==> src/rtl/arb_pkg.sv <==
// Shared types and constants for the round-robin arbiter.
// Holds the FSM state enum and the select-width helper.
package arb_pkg;

  typedef enum logic {
    ARB_IDLE  = 1'b0,
    ARB_GRANT = 1'b1
  } arb_state_e;

  localparam int ARB_MAX_REQ   = 16;
  localparam int ARB_SEL_W_MAX = $clog2(ARB_MAX_REQ);

  // Select width for n requesters (never below one bit).
  function automatic int arb_sel_w(input int n);
    return (n < 2) ? 1 : $clog2(n);
  endfunction

endpackage

==> src/rtl/rr_priority_pick.sv <==
// Circular first-set finder: scans i_req & ~i_excl from i_start.
// Ports: i_req, i_start, i_excl in; o_idx, o_found out.
module rr_priority_pick
  import arb_pkg::*;
#(
  parameter int N = 6,
  parameter int W = arb_sel_w(N)
) (
  input  logic [N-1:0] i_req,
  input  logic [W-1:0] i_start,
  input  logic [N-1:0] i_excl,
  output logic [W-1:0] o_idx,
  output logic         o_found
);

  logic [N-1:0] w_mask;
  int           w_k;

  always_comb begin
    w_mask  = i_req & ~i_excl;
    o_idx   = '0;
    o_found = 1'b0;
    w_k     = 0;
    for (int i = 0; i < N; i++) begin
      // wrap the scan position without a modulo operator
      w_k = int'(i_start) + i;
      if (w_k >= N) w_k = w_k - N;
      if (!o_found && w_mask[w_k]) begin
        o_found = 1'b1;
        o_idx   = W'(w_k);
      end
    end
  end

endmodule

==> src/rtl/rr_arbiter.sv <==
// Round-robin arbiter with registered one-hot grant and mux select.
// Ports: i_clk, i_rst_n, i_req in; o_grant, o_select, o_valid out.
// Macro RR_ARBITER_TIMEOUT_EN adds a MAX_HOLD-cycle hold limit.
module rr_arbiter
  import arb_pkg::*;
#(
  parameter int NUM_REQ  = 6,
  parameter int MAX_HOLD = 8
) (
  input  logic                       i_clk,
  input  logic                       i_rst_n,
  input  logic [NUM_REQ-1:0]         i_req,
  output logic [NUM_REQ-1:0]         o_grant,
  output logic [$clog2(NUM_REQ)-1:0] o_select,
  output logic                       o_valid
);

  localparam int W = arb_sel_w(NUM_REQ);
  localparam logic [NUM_REQ-1:0] ONE = NUM_REQ'(1);
  localparam logic [W-1:0] LAST_IDX = W'(NUM_REQ - 1);

  if (NUM_REQ < 2 || NUM_REQ > ARB_MAX_REQ || MAX_HOLD < 2)
  begin : g_bad_cfg
    $error("rr_arbiter: parameter out of range");
  end

  arb_state_e         r_state;
  logic [W-1:0]       r_owner;
  logic [W-1:0]       r_last;
  logic [NUM_REQ-1:0] r_grant;

  logic [W-1:0]       w_start;
  logic [NUM_REQ-1:0] w_excl;
  logic [W-1:0]       w_idx;
  logic               w_found;
  logic               w_tmo;
  logic               w_switch;
  logic               w_take;

  assign w_start = (r_last == LAST_IDX) ? '0 : r_last + 1'b1;

  // the owner never competes against itself at a handoff/revoke
  assign w_excl = (r_state == ARB_GRANT) ? (ONE << r_owner) : '0;

  rr_priority_pick #(
    .N (NUM_REQ),
    .W (W)
  ) u_pick (
    .i_req   (i_req),
    .i_start (w_start),
    .i_excl  (w_excl),
    .o_idx   (w_idx),
    .o_found (w_found)
  );

`ifdef RR_ARBITER_TIMEOUT_EN
  localparam int CW = $clog2(MAX_HOLD);
  localparam logic [CW-1:0] HOLD_LAST = CW'(MAX_HOLD - 1);

  logic [CW-1:0] r_cnt;

  assign w_tmo = (r_cnt == HOLD_LAST);

  // saturates at HOLD_LAST when nobody else is waiting
  always_ff @(posedge i_clk or negedge i_rst_n) begin
    if (!i_rst_n) begin
      r_cnt <= '0;
    end else if (w_take) begin
      r_cnt <= '0;
    end else if (r_state == ARB_GRANT && !w_tmo) begin
      r_cnt <= r_cnt + 1'b1;
    end
  end
`else
  assign w_tmo = 1'b0;
`endif

  assign w_switch = (r_state == ARB_GRANT) &&
                    (!i_req[r_owner] || (w_tmo && w_found));
  assign w_take   = w_found &&
                    ((r_state == ARB_IDLE) || w_switch);

  always_ff @(posedge i_clk or negedge i_rst_n) begin
    if (!i_rst_n) begin
      r_state <= ARB_IDLE;
      r_owner <= '0;
      r_last  <= LAST_IDX;
      r_grant <= '0;
    end else begin
      unique case (r_state)
        ARB_IDLE: begin
          if (w_found) begin
            r_state <= ARB_GRANT;
            r_owner <= w_idx;
            r_last  <= w_idx;
            r_grant <= ONE << w_idx;
          end
        end
        ARB_GRANT: begin
          if (w_switch) begin
            if (w_found) begin
              r_owner <= w_idx;
              r_last  <= w_idx;
              r_grant <= ONE << w_idx;
            end else begin
              r_state <= ARB_IDLE;
              r_owner <= '0;
              r_grant <= '0;
            end
          end
        end
        default: begin
          r_state <= ARB_IDLE;
          r_owner <= '0;
          r_grant <= '0;
        end
      endcase
    end
  end

  assign o_grant  = r_grant;
  assign o_select = r_owner;
  assign o_valid  = (r_state == ARB_GRANT);

endmodule

==> config.mk <==
export PLATFORM = sky130hd
export DESIGN_NAME = rr_arbiter
export DESIGN_NICKNAME = d
export VERILOG_FILES = /design/src/rtl/arb_pkg.sv /design/src/rtl/rr_priority_pick.sv /design/src/rtl/rr_arbiter.sv
export SDC_FILE = /design/constraint.sdc
export NUM_CORES = 1
export LEC_CHECK = 0
export ABC_AREA = 1
export BUFFER_PORTS_ARGS = -buffer_cell sky130_fd_sc_hd__buf_2
export CORE_AREA = 3 3 47 91
export CTS_CLUSTER_DIAMETER = 200
export DETAILED_ROUTE_END_ITERATION = 7
export DIE_AREA = 0 0 50 94
export PLACE_DENSITY = 0.69
export SLEW_MARGIN = 40
export SYNTH_ARGS = -nofsm -noshare
export SYNTH_HDL_FRONTEND = slang
export SYNTH_HIERARCHICAL = 1
export SYNTH_SLANG_ARGS = --single-unit
export TNS_END_PERCENT = 10
==> constraint.sdc <==
create_clock -name i_clk -period 4.2 [get_ports i_clk]
set_clock_uncertainty 0.15 [all_clocks]
set_input_delay 1.26 -clock i_clk [delete_from_list [all_inputs] [get_ports i_clk]]
set_output_delay 1.26 -clock i_clk [all_outputs]
set_load 0.01 [all_outputs]
==> reports/results.tsv <==
stage	metric	value	unit
setup_path	Crit Path Class	register to register	
yosys	flop and latch count out of synthesis	13	
drt	via/cell ratio	5.28	
setup_path	critical path buffer and inverter count	6	
setup_path	CP Cell Sequence	inv_1, buf_4, ha_1, inv_1, nand2_1, nand2_1, inv_1, ha_1, a21oi_2, nand2_1, nand2_1, nand2_1, nand2_1, nand3_1, inv_1, nand3_2, nor2_2, nand3_1, inv_1, nand2_1, nand3_4, nand2_1, nand2_1	
setup_path	critical path arrival	3.75	ns
drt	DR vias	1948	
setup_path	Worst setup SP type	register	
drt	Iteration-0 DRC Markers	37	
timing	RSZ-0062 raised after global routing	false	
drt	first-pass iteration count of the detailed router	4	
drt	Routed WL	4740	um
floorplanning	Die Footprint	4700	um2
floorplanning	die height	94	um
cells_and_area	register area	328	um2
run	maxcap violations	0	
timing	final hold violation count	0	
place	PortBufs	17	
yosys	Mapped Area	1790	um2
timing	min cycle time layout	3.72	ns
global_routing	largest net degree at the start of global routing	14	
timing	WHS	0.312	ns
floorplanning	Initial Util	48.5	%
global_routing	initial antenna violation count	0	
setup_path	crit-path max FO	12	
cells_and_area	Area growth syn-to-layout	9.52	%
setup_path	crit end category	register	
yosys	Mapped Avg Cell Area	5.96	um2
global_routing	GRT Overall Usage	22.7	%
cells_and_area	fill cell count	397	
setup_path	Slowest-stage cell, CP	dfstp_2	
timing	TNS Setup	0	ns
timing	Finish-stage setup viols	0	
setup_path	slowest stage delay, CP	0.54	ns
cts	clk sink count	13	
drt	ANT nets after route	0	
cells_and_area	fin util	53.1	%
timing	period utilization	88.6	%
global_routing	overflow left after global routing	0	
place	RePlAce Congestion	0.911	
floorplanning	core area	3680	um2
cts	TritonCTS buffer count	3	
timing	Final Max Slew Viols	0	
cells_and_area	# diodes	0	
status	status	finished, final reports clean	
cts	Root Buffer	clkbuf_8	
yosys	Post-Synthesis Cells	300	
yosys	top-area cell type share of the netlist area	25.0	%
cts	latest clock arrival within the worst-skew pair	0.24	ns
yosys	top post-synthesis cells by area	nand2_1 (25%), dfrtp_1 (15%), nand3_1 (10%)	
timing	Max transition margin	72.4	%
yosys	Mapped Nets	321	
setup_path	Critical Path RT	4.22	ns
timing	slew of the pin with the lowest slew margin	0.410	ns
floorplanning	I/O pin total	18	
floorplanning	row count	31	
drt	Avg WL per Cell	12.8	um
cts	CTS tree	built	
cts	H-tree levels	1	
place	Final HPWL DP	4110	um
setup_path	cell mode on critical path	nand2_1	
cells_and_area	Layout Nets	342	
cts	Max clock buf depth	2	
cells_and_area	layout cells sized above 1	16.3	%
cts	CTS clk-pin slew, worst paths	0.05	ns
setup_path	Largest delay share family, worst path	simple AND/OR/NAND/NOR gates	
global_routing	number of global-route vias before repair	1964	
global_routing	global-route wire length before repair	8240	um
yosys	synth warn	6	
timing	f_max	0.269	GHz
floorplanning	Die X-Extent	50	um
drt	# DRC	0	
cells_and_area	area of the multi-input gates	1240	um2
worst_hold_path	hold crit path type	register to register	
yosys	Yosys cell types	29	
yosys	largest area contributor in the synthesized netlist	nand2_1	
yosys	post-synthesis sequential area ratio	18.3	%
==> cell usage in the layout, fill, tap and decap left out, types with 3 or more instances in the layout <==
cell type	count
nand2_1	119
inv_1	41
nand3_1	36
buf_2	17
nor2_1	13
ha_1	13
dfrtp_1	11
nand4_1	10
inv_2	6
a21oi_1	6
nor3_1	5
o21ai_0	5
nand2_2	5
nand4_2	5
nor2_2	4
clkbuf_8	3
buf_4	3
xor2_1	3
==> timing repair <==
item	4_1_cts	5_1_grt
hold endpoints to repair	0	0
setup endpoints to repair	0	1
gates resized for setup	0	1
hold buffers	0	0
setup buffers	0	0
==> registers in the layout (all words and copies together), names as in the netlist <==
| name | flops |
|---|---|
| o_select | 3 |
| o_valid | 1 |
| o_grant | 6 |
| r_last | 3 |
==> layer usage <==
metal  track usage [%]  part of all wire, %
met1              18.8                   33
met2              46.5                   60
met3             0.795                  2.0
met4              17.6                  5.4
met5                 0                    0
==> synth_stat cells (all sizes together) <==
cell and instances:
o211ai 1, xnor2 1, o21a 1, buf 4, o21ai 7, nand3b 2
nand3 39, nand4 15, dfstp 2, inv 47, nor2 17, xor2 3
ha 13, nor3 5, a21oi 7, nand2 125, dfrtp 11
==> cells by family (layout without fill, tap and decap cells) <==
kind of cell,Yosys count,after routing,share of synthesized area [%]
compound gates,16,16,5.39
fa+ha+maj,13,13,9.10
simple gates,203,203,52.9
flops,13,13,18.3
buf+inv,51,71,12.3
xor+xnor,4,4,1.96
==> worst min-delay path, stage by stage (launching register included) <==
cell     delay (ns)
dfstp_2        0.36
nand2_1        0.05
nand2_1        0.05
==> stage by stage <==
stage	instances	setup slack, ns	cell area, um2
final	369	0.477	1960
after global routing	369	0.0283	1960
after CTS	369	0.434	1960
after detailed placement	365	0.453	1910
after global placement	365	0.478	1910
after floorplan	300	0.185	1790
==> final cells by class <==
| type | count | share of cell area [%] |
|---|---|---|
| Multi-Input combinational cell | 236 | 63.3 |
| Inverter | 47 | 9.01 |
| Sequential cell | 13 | 16.7 |
| Clock buffer | 4 | 2.30 |
| Tap cell | 49 | 3.13 |
| Timing Repair Buffer | 20 | 5.50 |
==> worst paths after layout <==
| path | start | to | slack [ns] | cells past startpoint |
|---|---|---|---|---|
| min in group asynchronous | i_rst_n | o_grant[0] | 0.75 | 1 |
| max | r_last[0] | o_select[0] | 0.48 | 23 |
| min | r_last[2] | r_last[2] | 0.31 | 2 |
| max in group asynchronous | i_rst_n | r_last[2] | 2.86 | 1 |
| max reg2reg | r_last[0] | o_select[0] | 0.48 | 23 |
| min reg2reg | r_last[2] | r_last[2] | 0.31 | 2 |
Power is left out: the tool's default activity adds up to more than one toggle a clock period on the data nets, which glitch-free logic cannot reach.
